[config.mk]
export PLATFORM = sky130hd
export DESIGN_NAME = button_conditioner
export DESIGN_NICKNAME = d
export VERILOG_FILES = /design/src/rtl/alarm_pkg.sv /design/src/rtl/button_channel.sv /design/src/rtl/button_conditioner.sv
export SDC_FILE = /design/constraint.sdc
export NUM_CORES = 1
export LEC_CHECK = 0
export BUFFER_PORTS_ARGS = -buffer_cell sky130_fd_sc_hd__buf_2
export CORE_MARGIN = 4
export CORE_UTILIZATION = 30
export DETAILED_ROUTE_END_ITERATION = 7
export PLACE_DENSITY = 0.42
export SYNTH_ARGS = -nofsm -noshare
export SYNTH_HDL_FRONTEND = slang
export SYNTH_SLANG_ARGS = --single-unit
[constraint.sdc]
create_clock -name clk -period 2.9 [get_ports clk]
set_input_delay 0.145 -clock clk [delete_from_list [all_inputs] [get_ports clk]]
set_output_delay 0.145 -clock clk [all_outputs]
set_load 0.03 [all_outputs]
[src/rtl/alarm_pkg.sv]
// Shared constants for the alarm clock front panel: hold-FSM state encoding,
// default button timing derived from the panel clock, and a counter-width helper.
package alarm_pkg;

    localparam int CLK_HZ = 50_000_000;

    // 10 ms debounce, 1 s hold before auto-repeat, 200 ms repeat period
    localparam int DEF_STABLE_CYCLES = CLK_HZ / 100;
    localparam int DEF_HOLD_CYCLES   = CLK_HZ;
    localparam int DEF_REPEAT_CYCLES = CLK_HZ / 5;

    typedef logic [1:0] hold_state_t;

    localparam hold_state_t ST_IDLE = 2'b00;
    localparam hold_state_t ST_HELD = 2'b01;
    localparam hold_state_t ST_RPT  = 2'b10;

    function automatic int cnt_width(input int n);
        int w;
        if (n > 1) begin
            w = $clog2(n);
        end else begin
            w = 1;
        end
        return w;
    endfunction

endpackage

[src/rtl/button_channel.sv]
// One button lane: two-flop synchroniser, stability-count debounce filter,
// edge pulses and a hold/auto-repeat FSM. All outputs are registered.
module button_channel
    import alarm_pkg::*;
#(
    parameter int STABLE_CYCLES = DEF_STABLE_CYCLES,
    parameter int HOLD_CYCLES   = DEF_HOLD_CYCLES,
    parameter int REPEAT_CYCLES = DEF_REPEAT_CYCLES
) (
    input  logic clk,
    input  logic rst,
    input  logic btn_raw,
    output logic level,
    output logic press_pulse,
    output logic rel_pulse,
    output logic rpt_pulse
);

    localparam int HMAX = (HOLD_CYCLES > REPEAT_CYCLES) ? HOLD_CYCLES : REPEAT_CYCLES;
    localparam int CW   = cnt_width(STABLE_CYCLES);
    localparam int HW   = cnt_width(HMAX + 1);

    localparam logic [CW-1:0] STABLE_LAST = CW'(STABLE_CYCLES - 1);
    localparam logic [CW-1:0] CNT_ZERO    = {CW{1'b0}};
    localparam logic [CW-1:0] CNT_ONE     = CW'(1);
    localparam logic [HW-1:0] HOLD_LAST   = HW'(HOLD_CYCLES);
    localparam logic [HW-1:0] REPEAT_LAST = HW'(REPEAT_CYCLES);
    localparam logic [HW-1:0] HCNT_ZERO   = {HW{1'b0}};
    localparam logic [HW-1:0] HCNT_ONE    = HW'(1);

    logic          s1_r;
    logic          s2_r;
    logic [CW-1:0] cnt_r;
    logic [CW-1:0] cnt_nxt_s;
    logic          accept_s;
    logic          lvl_nxt_s;
    logic          rise_s;
    logic          fall_s;
    hold_state_t   state_r;
    hold_state_t   state_nxt_s;
    logic [HW-1:0] hcnt_r;
    logic [HW-1:0] hcnt_nxt_s;
    logic          rpt_nxt_s;

    // Debounce: accept s2 once it has disagreed with level for STABLE_CYCLES edges
    always_comb begin
        cnt_nxt_s = cnt_r;
        accept_s  = 1'b0;
        if (s2_r == level) begin
            cnt_nxt_s = CNT_ZERO;
        end else if (cnt_r == STABLE_LAST) begin
            accept_s  = 1'b1;
            cnt_nxt_s = CNT_ZERO;
        end else begin
            cnt_nxt_s = cnt_r + CNT_ONE;
        end
    end

    // Next filtered level and its edges, shared by the pulse outputs and the hold FSM
    always_comb begin
        if (accept_s) begin
            lvl_nxt_s = s2_r;
        end else begin
            lvl_nxt_s = level;
        end
        rise_s = accept_s & s2_r;
        fall_s = accept_s & ~s2_r;
    end

    // Hold FSM looks at the next level so a release on a repeat edge suppresses the repeat
    always_comb begin
        state_nxt_s = state_r;
        hcnt_nxt_s  = hcnt_r;
        rpt_nxt_s   = 1'b0;
        case (state_r)
            ST_IDLE: begin
                if (rise_s) begin
                    state_nxt_s = ST_HELD;
                    hcnt_nxt_s  = HCNT_ONE;
                end else begin
                    state_nxt_s = ST_IDLE;
                    hcnt_nxt_s  = HCNT_ZERO;
                end
            end
            ST_HELD: begin
                if (!lvl_nxt_s) begin
                    state_nxt_s = ST_IDLE;
                    hcnt_nxt_s  = HCNT_ZERO;
                end else if (hcnt_r == HOLD_LAST) begin
                    rpt_nxt_s   = 1'b1;
                    state_nxt_s = ST_RPT;
                    hcnt_nxt_s  = HCNT_ONE;
                end else begin
                    hcnt_nxt_s  = hcnt_r + HCNT_ONE;
                end
            end
            ST_RPT: begin
                if (!lvl_nxt_s) begin
                    state_nxt_s = ST_IDLE;
                    hcnt_nxt_s  = HCNT_ZERO;
                end else if (hcnt_r == REPEAT_LAST) begin
                    rpt_nxt_s   = 1'b1;
                    hcnt_nxt_s  = HCNT_ONE;
                end else begin
                    hcnt_nxt_s  = hcnt_r + HCNT_ONE;
                end
            end
            default: begin
                state_nxt_s = ST_IDLE;
                hcnt_nxt_s  = HCNT_ZERO;
            end
        endcase
    end

    // Synchroniser, filter state and edge pulse registers
    always_ff @(posedge clk) begin
        if (rst) begin
            s1_r        <= 1'b0;
            s2_r        <= 1'b0;
            cnt_r       <= CNT_ZERO;
            level       <= 1'b0;
            press_pulse <= 1'b0;
            rel_pulse   <= 1'b0;
        end else begin
            s1_r        <= btn_raw;
            s2_r        <= s1_r;
            cnt_r       <= cnt_nxt_s;
            level       <= lvl_nxt_s;
            press_pulse <= rise_s;
            rel_pulse   <= fall_s;
        end
    end

    // Hold FSM state, hold/repeat counter and repeat pulse register
    always_ff @(posedge clk) begin
        if (rst) begin
            state_r   <= ST_IDLE;
            hcnt_r    <= HCNT_ZERO;
            rpt_pulse <= 1'b0;
        end else begin
            state_r   <= state_nxt_s;
            hcnt_r    <= hcnt_nxt_s;
            rpt_pulse <= rpt_nxt_s;
        end
    end

endmodule

[src/rtl/button_conditioner.sv]
// Front-panel button conditioner: N_BTN independent button_channel lanes
// producing debounced levels plus press, release and auto-repeat pulses.
module button_conditioner
    import alarm_pkg::*;
#(
    parameter int N_BTN         = 4,
    parameter int STABLE_CYCLES = DEF_STABLE_CYCLES,
    parameter int HOLD_CYCLES   = DEF_HOLD_CYCLES,
    parameter int REPEAT_CYCLES = DEF_REPEAT_CYCLES
) (
    input  logic             clk,
    input  logic             rst,
    input  logic [N_BTN-1:0] btn_raw,
    output logic [N_BTN-1:0] level,
    output logic [N_BTN-1:0] press_pulse,
    output logic [N_BTN-1:0] rel_pulse,
    output logic [N_BTN-1:0] rpt_pulse
);

    for (genvar g = 0; g < N_BTN; g++) begin : g_ch
        button_channel #(
            .STABLE_CYCLES (STABLE_CYCLES),
            .HOLD_CYCLES   (HOLD_CYCLES),
            .REPEAT_CYCLES (REPEAT_CYCLES)
        ) u_channel (
            .clk         (clk),
            .rst         (rst),
            .btn_raw     (btn_raw[g]),
            .level       (level[g]),
            .press_pulse (press_pulse[g]),
            .rel_pulse   (rel_pulse[g]),
            .rpt_pulse   (rpt_pulse[g])
        );
    end

endmodule

Word level (Yosys, flattened, before mapping)
Index checks and enable logic that the tools add are counted.

$add $sub $neg: 8. Equal/unequal tests: 32. Mux-type cells: 76. Bitwise logic cells: 12. Reductions and logical operators: 12.

Operators with widths (count): 2-to-1 mux 26 bit (16); one-hot mux 26 bit (3 select lines) (4); adder 26 x 1 -> 26 bit (second input constant) (4); equality test 26 x 24 -> 1 bit (second input constant) (4); equality test 26 bit (second input constant) (4); adder 19 x 1 -> 19 bit (second input constant) (4); equality test 19 bit (second input constant) (4); 2-to-1 mux 1 bit (36); 2-to-1 mux 2 bit (12); one-hot mux 2 bit (3 select lines) (4); inequality test 3 bit (second input constant) (4); OR reduction 3 bit (4); AND 1 bit (8); equality test 2 x 1 -> 1 bit (second input constant) (4); equality test 2 bit (second input constant) (4); logical NOT 2 bit (4); inequality test 2 bit (second input constant) (4); one-hot mux 1 bit (2 select lines) (4); AND reduction 2 bit (4); equality test 1 bit (4); NOT 1 bit (4).

Bits in registers: 212. Input port bits: 6. Output and inout bits: 16. Word-level logic and storage cells: 176.

Depth between registers and ports, before layout
Depth after elaboration: 6. Depth in mapped cells: 10. Depth with buffers taken out: 8.

Hierarchy
Synthesis repeated with hierarchy kept, for this count alone.

Cell total of the unflattened synthesis: 1140. Area total of the unflattened synthesis: 10427.5 um^2.

By module, submodules not included: button_channel at g_ch[0].u_channel ... (instances 3, cells an instance 284, area each 2632.5 um^2, sequential area each 1061.0 um^2); button_channel at g_ch[3].u_channel (instances 1, cells an instance 288, area each 2529.9 um^2, sequential area each 1061.0 um^2).

Least setup slack after synthesis
OpenSTA, ideal clock, no wires.

Path kind: reg2reg. From: register g_ch[0].u_channel.cnt_r[6]. To: register g_ch[0].u_channel.hcnt_r[12]. Setup time: 0.064 ns. Data arrival time: 2.131 ns. Data required time: 2.836 ns. Setup slack: 0.704 ns. Cell stages (with the launch flop): 9. Buffers on the path: 2. Clock period less this slack: 2.196 ns. Cell sequence: dfxtp_1 -> or4_1 -> nor3_1 -> nand4_1 -> mux2i_1 -> or4_1 -> buf_2 -> buf_4 -> nor2_1.

Longest elaborated chain between the ends: 6. Elaborated cells on any way between the ends: 7. Those cells by class: eq/ne: 1; mux: 6.

RTL lines: start: declaration (line button_channel.sv:33) `logic [CW-1:0] cnt_r;`; start signal: assignment (line button_channel.sv:127) `cnt_r <= cnt_nxt_s;`; equality test 19 bit (*) (line button_channel.sv:51) `end else if (cnt_r == STABLE_LAST) begin`; 2-to-1 mux 1 bit (*) (line button_channel.sv:51); 2-to-1 mux 1 bit (*) (line button_channel.sv:49) `if (s2_r == level) begin`; 2-to-1 mux 1 bit (*) (line button_channel.sv:61) `if (accept_s) begin`; 2-to-1 mux 26 bit, on equally long branches (line button_channel.sv:98, button_channel.sv:86); one-hot mux 26 bit (3 select lines) (*) (line button_channel.sv:75) `case (state_r)`; end signal: assignment (line button_channel.sv:142) `hcnt_r <= hcnt_nxt_s;`; end: declaration (line button_channel.sv:41) `logic [HW-1:0] hcnt_r;`.

Mark *: on every way between the ends. The rest lies on a longest branch, timed or not. A chain may end at the register's enable or synchronous reset.

Worst setup path in the final report
From: register g_ch[0].u_channel.hcnt_r[0]. To: register g_ch[0].u_channel.hcnt_r[23].

Longest elaborated chain between the ends: 4. Elaborated cells on any way between the ends: 8. Those cells by class: add/sub: 1; eq/ne: 2; mux: 5.

RTL lines (line): adder 26 x 1 -> 26 bit (tied with other cells) (button_channel.sv:94, button_channel.sv:105); 2-to-1 mux 26 bit, on equally long branches (button_channel.sv:101, button_channel.sv:89); 2-to-1 mux 26 bit, on equally long branches (button_channel.sv:98, button_channel.sv:86); one-hot mux 26 bit (3 select lines) (*) (button_channel.sv:75).

Marked as above.

==> impl_metrics.py <==
metrics = {
    "cells_and_area": {
        "final_area_um2": 11100,
        "antenna_cells": 0,
        "layout_common_cells": "nor2_1 (224), dfxtp_1 (212), xor2_1 (106)",
        "fin_nets": 1174,
        "layout_commonest_cell": "nor2_1",
        "n_fill_cell": 3341,
        "drive_above_1_share_pct": 6.68,
        "syn_to_final_growth_pct": 13.3,
    },
    "synthesis": {
        "synth_ff_type": "dfxtp_1",
        "synth_area_per_cell_um2": 8.77,
        "synth_top_area_share_pct": 43.5,
        "ys_types": 60,
        "synthCells": 1114,
        "synth_edf_count": 0,
        "ys_warn_count": 0,
        "async_reset_ff_share_pct": 0,
        "yosys_register_bits": 212,
        "netlist_area_um2": 9770,
        "syn_nets": 1152,
        "synth_top_area_cell": "dfxtp_1",
        "ys_seq_area_share_pct": 43.5,
        "synthTopCellsByArea": "dfxtp_1 (43%), xor2_1 (9.5%), nor2_1 (8.6%)",
    },
    "sta": {
        "fin_crit_sh_pct": 84.5,
        "worst_pin_slew_ns": 0.659,
        "final_hold_viol_count": 0,
        "min_period_ns": 2.45,
        "clock-skew-final_ns": 0.0138,
        "finalHoldWorstSlack_ns": 0.132,
        "slew_viol_final": 0,
        "fmax_ghz": 0.408,
        "setup_tns_ns": 0,
        "setup_violations": 0,
        "setup_ws_ns": 0.449,
        "relSlewSlack_pct": 56.1,
        "rsz0062_at_grt": "false",
    },
    "routing": {
        "viasPerCell": 4.57,
        "route.vias.total": 7255,
        "firstDrtPassIters": 4,
        "wl_um": 19800,
        "routedWlPerCell_um": 12.4,
        "dr.first_iter.drc_count": 345,
        "ant_nets": 0,
        "drc": 0,
    },
    "cts": {
        "cts.sinks": 212,
        "clkTransAtPathRegs_ns": 0.05,
        "clockBufferDepth": 3,
        "hold_buffers": 4,
        "cts_setup_buffers": 0,
        "ctsResizeCount": 0,
        "clk_latency_ns": 0.53,
        "clock-root-buffer": "clkbuf_16",
        "cts_tree": "built",
        "cts_buffers": 26,
        "cts_max_level": 1,
    },
    "placed_design": {
        "pre_cts_slack_ns": 0.433,
        "dp.final_hpwl_um": 13600,
        "numPortBuffers": 21,
        "globalplace.congestion": 0.738,
        "place_area_um2": 10200,
    },
    "power": {
        "power_mw": 6.04,
        "power-per-cell-area_nw_per_um2": 545,
        "ir_drop_mv": 0.371,
        "leakagePower_nw": 3.66,
    },
    "critical_path": {
        "critPathKind": "reg2reg",
        "cp.arrival_ns": 2.85,
        "cp_data_required_time_ns": 3.30,
        "end_kind": "flip-flop",
        "worstPathMaxFanout": 25,
        "crit_path_start_kind": "flip-flop",
    },
    "run_status": {
        "outcome": "completed",
    },
    "grt": {
        "grt_start_max_net_pins": 30,
        "grt_pass1_wl_um": 34300,
        "antenna_found_initial": 0,
        "track_usage_pct": 11.1,
        "grt_overflow": 0,
        "grt_pass1_vias": 7008,
    },
    "floorplanning": {
        "die_w_um": 188,
        "rows": 65,
        "core-area_um2": 31800,
        "ios": 22,
        "fp.dieH_um": 188,
        "die_area_um2": 35500,
        "initial_core_util_pct": 30.7,
    },
    "run": {
        "drv_cap": 0,
    },
    "min_path": {
        "worst_hold_path_type": "in2reg",
    },
}
cells in the mapped netlist (all sizes together) (2+ instances only):
| cell | number |
|---|---|
| a211o | 2 |
| nor2b | 11 |
| buf | 30 |
| nor4bb | 6 |
| nand2 | 75 |
| nor2 | 224 |
| o22ai | 2 |
| nand4bb | 2 |
| and2 | 8 |
| nand3 | 69 |
| xor2 | 106 |
| and4b | 3 |
| nand4 | 46 |
| a2bb2oi | 2 |
| nor4b | 9 |
| mux2i | 4 |
| or4 | 10 |
| nor3 | 30 |
| or2 | 3 |
| nand2b | 9 |
| clkbuf | 7 |
| inv | 40 |
| dfxtp | 212 |
| ha | 32 |
| o221a | 2 |
| and3 | 31 |
| nand4b | 9 |
| nor3b | 3 |
| o21ai | 11 |
| a21oi | 15 |
| and4 | 13 |
| xnor2 | 58 |
| nor4 | 15 |
cell families after synthesis:
logic type	Yosys count	share of synthesized area, %
xor gates and xnor gates	164	14.7
DFF	212	43.5
and+or+nand+nor	582	30.3
adders and majority gates	32	4.10
buffers and inverters	77	4.07
AOI/OAI and AO/OA	42	2.88
muxes	5	0.525
path summary, 6_finish.rpt:
| path | start | endpoint | slack [ns] | cells after the start |
|---|---|---|---|---|
| max reg2reg | g_ch[0].u_channel.hcnt_r[0]$_SDFF_PP0_ | g_ch[0].u_channel.hcnt_r[23]$_SDFF_PP0_ | 0.45 | 9 |
| max | g_ch[0].u_channel.hcnt_r[0]$_SDFF_PP0_ | g_ch[0].u_channel.hcnt_r[23]$_SDFF_PP0_ | 0.45 | 9 |
| min reg2reg | g_ch[0].u_channel.s1_r$_SDFF_PP0_ | g_ch[0].u_channel.s2_r$_SDFF_PP0_ | 0.44 | 1 |
| min | rst | g_ch[2].u_channel.s1_r$_SDFF_PP0_ | 0.13 | 2 |
through the flow:
stage	instances	utilization [%]
floorplan	1114	-
global placement	1539	32.1
detailed placement	1539	32.1
CTS	1588	34.8
global route	1588	34.8
finish	1588	34.8
registers in the layout, summed over array words and instances (netlist names):
signal,count
g_ch.u_channel.hcnt_r,104
g_ch.u_channel.cnt_r,76
g_ch.u_channel.state_r,8
g_ch.u_channel.level,4
g_ch.u_channel.press_pulse,4
g_ch.u_channel.rel_pulse,4
g_ch.u_channel.rpt_pulse,4
g_ch.u_channel.s1_r,4
g_ch.u_channel.s2_r,4
area by class of cell:
| class | instances | area [um2] | share of cell area [%] |
|---|---|---|---|
| multi-input cells | 825 | 5120 | 46.3 |
| flip-flops and latches | 212 | 4240 | 38.3 |
| clock buffers | 43 | 806 | 7.28 |
| well taps | 435 | 544 | 4.92 |
| repair buffers | 31 | 190 | 1.72 |
| inverters | 40 | 150 | 1.36 |
| clock inverters | 2 | 10.0 | 0.0904 |
worst max-delay path: stages, from the launching register on:
cell and delay, ns:
dfxtp_1 0.36, inv_1 0.10, ha_1 0.14, nor4bb_1 0.28, nand4_1 0.16, or4_1 0.58
a22oi_1 0.21, or4_1 0.13, buf_4 0.26, nor2_1 0.09
per-layer routing:
layer | vias up | global-route usage, % | part of all wire [%]
met5 | - | 0 | 0
met4 | 0 | 3.20 | 2.5
met3 | 36 | 2.11 | 3.4
met2 | 63 | 17.7 | 44
met1 | 3346 | 15.3 | 50
li1 | 3810 | - | -
power by group:
group | switching [mW] | internal, mW
Combinational | 0.0226 | 0.0116
Clock | 1.21 | 1.87
Sequential | 0.00364 | 2.92
Total | 1.24 | 4.80
No activity file was read; power rests on OpenSTA's default activity.
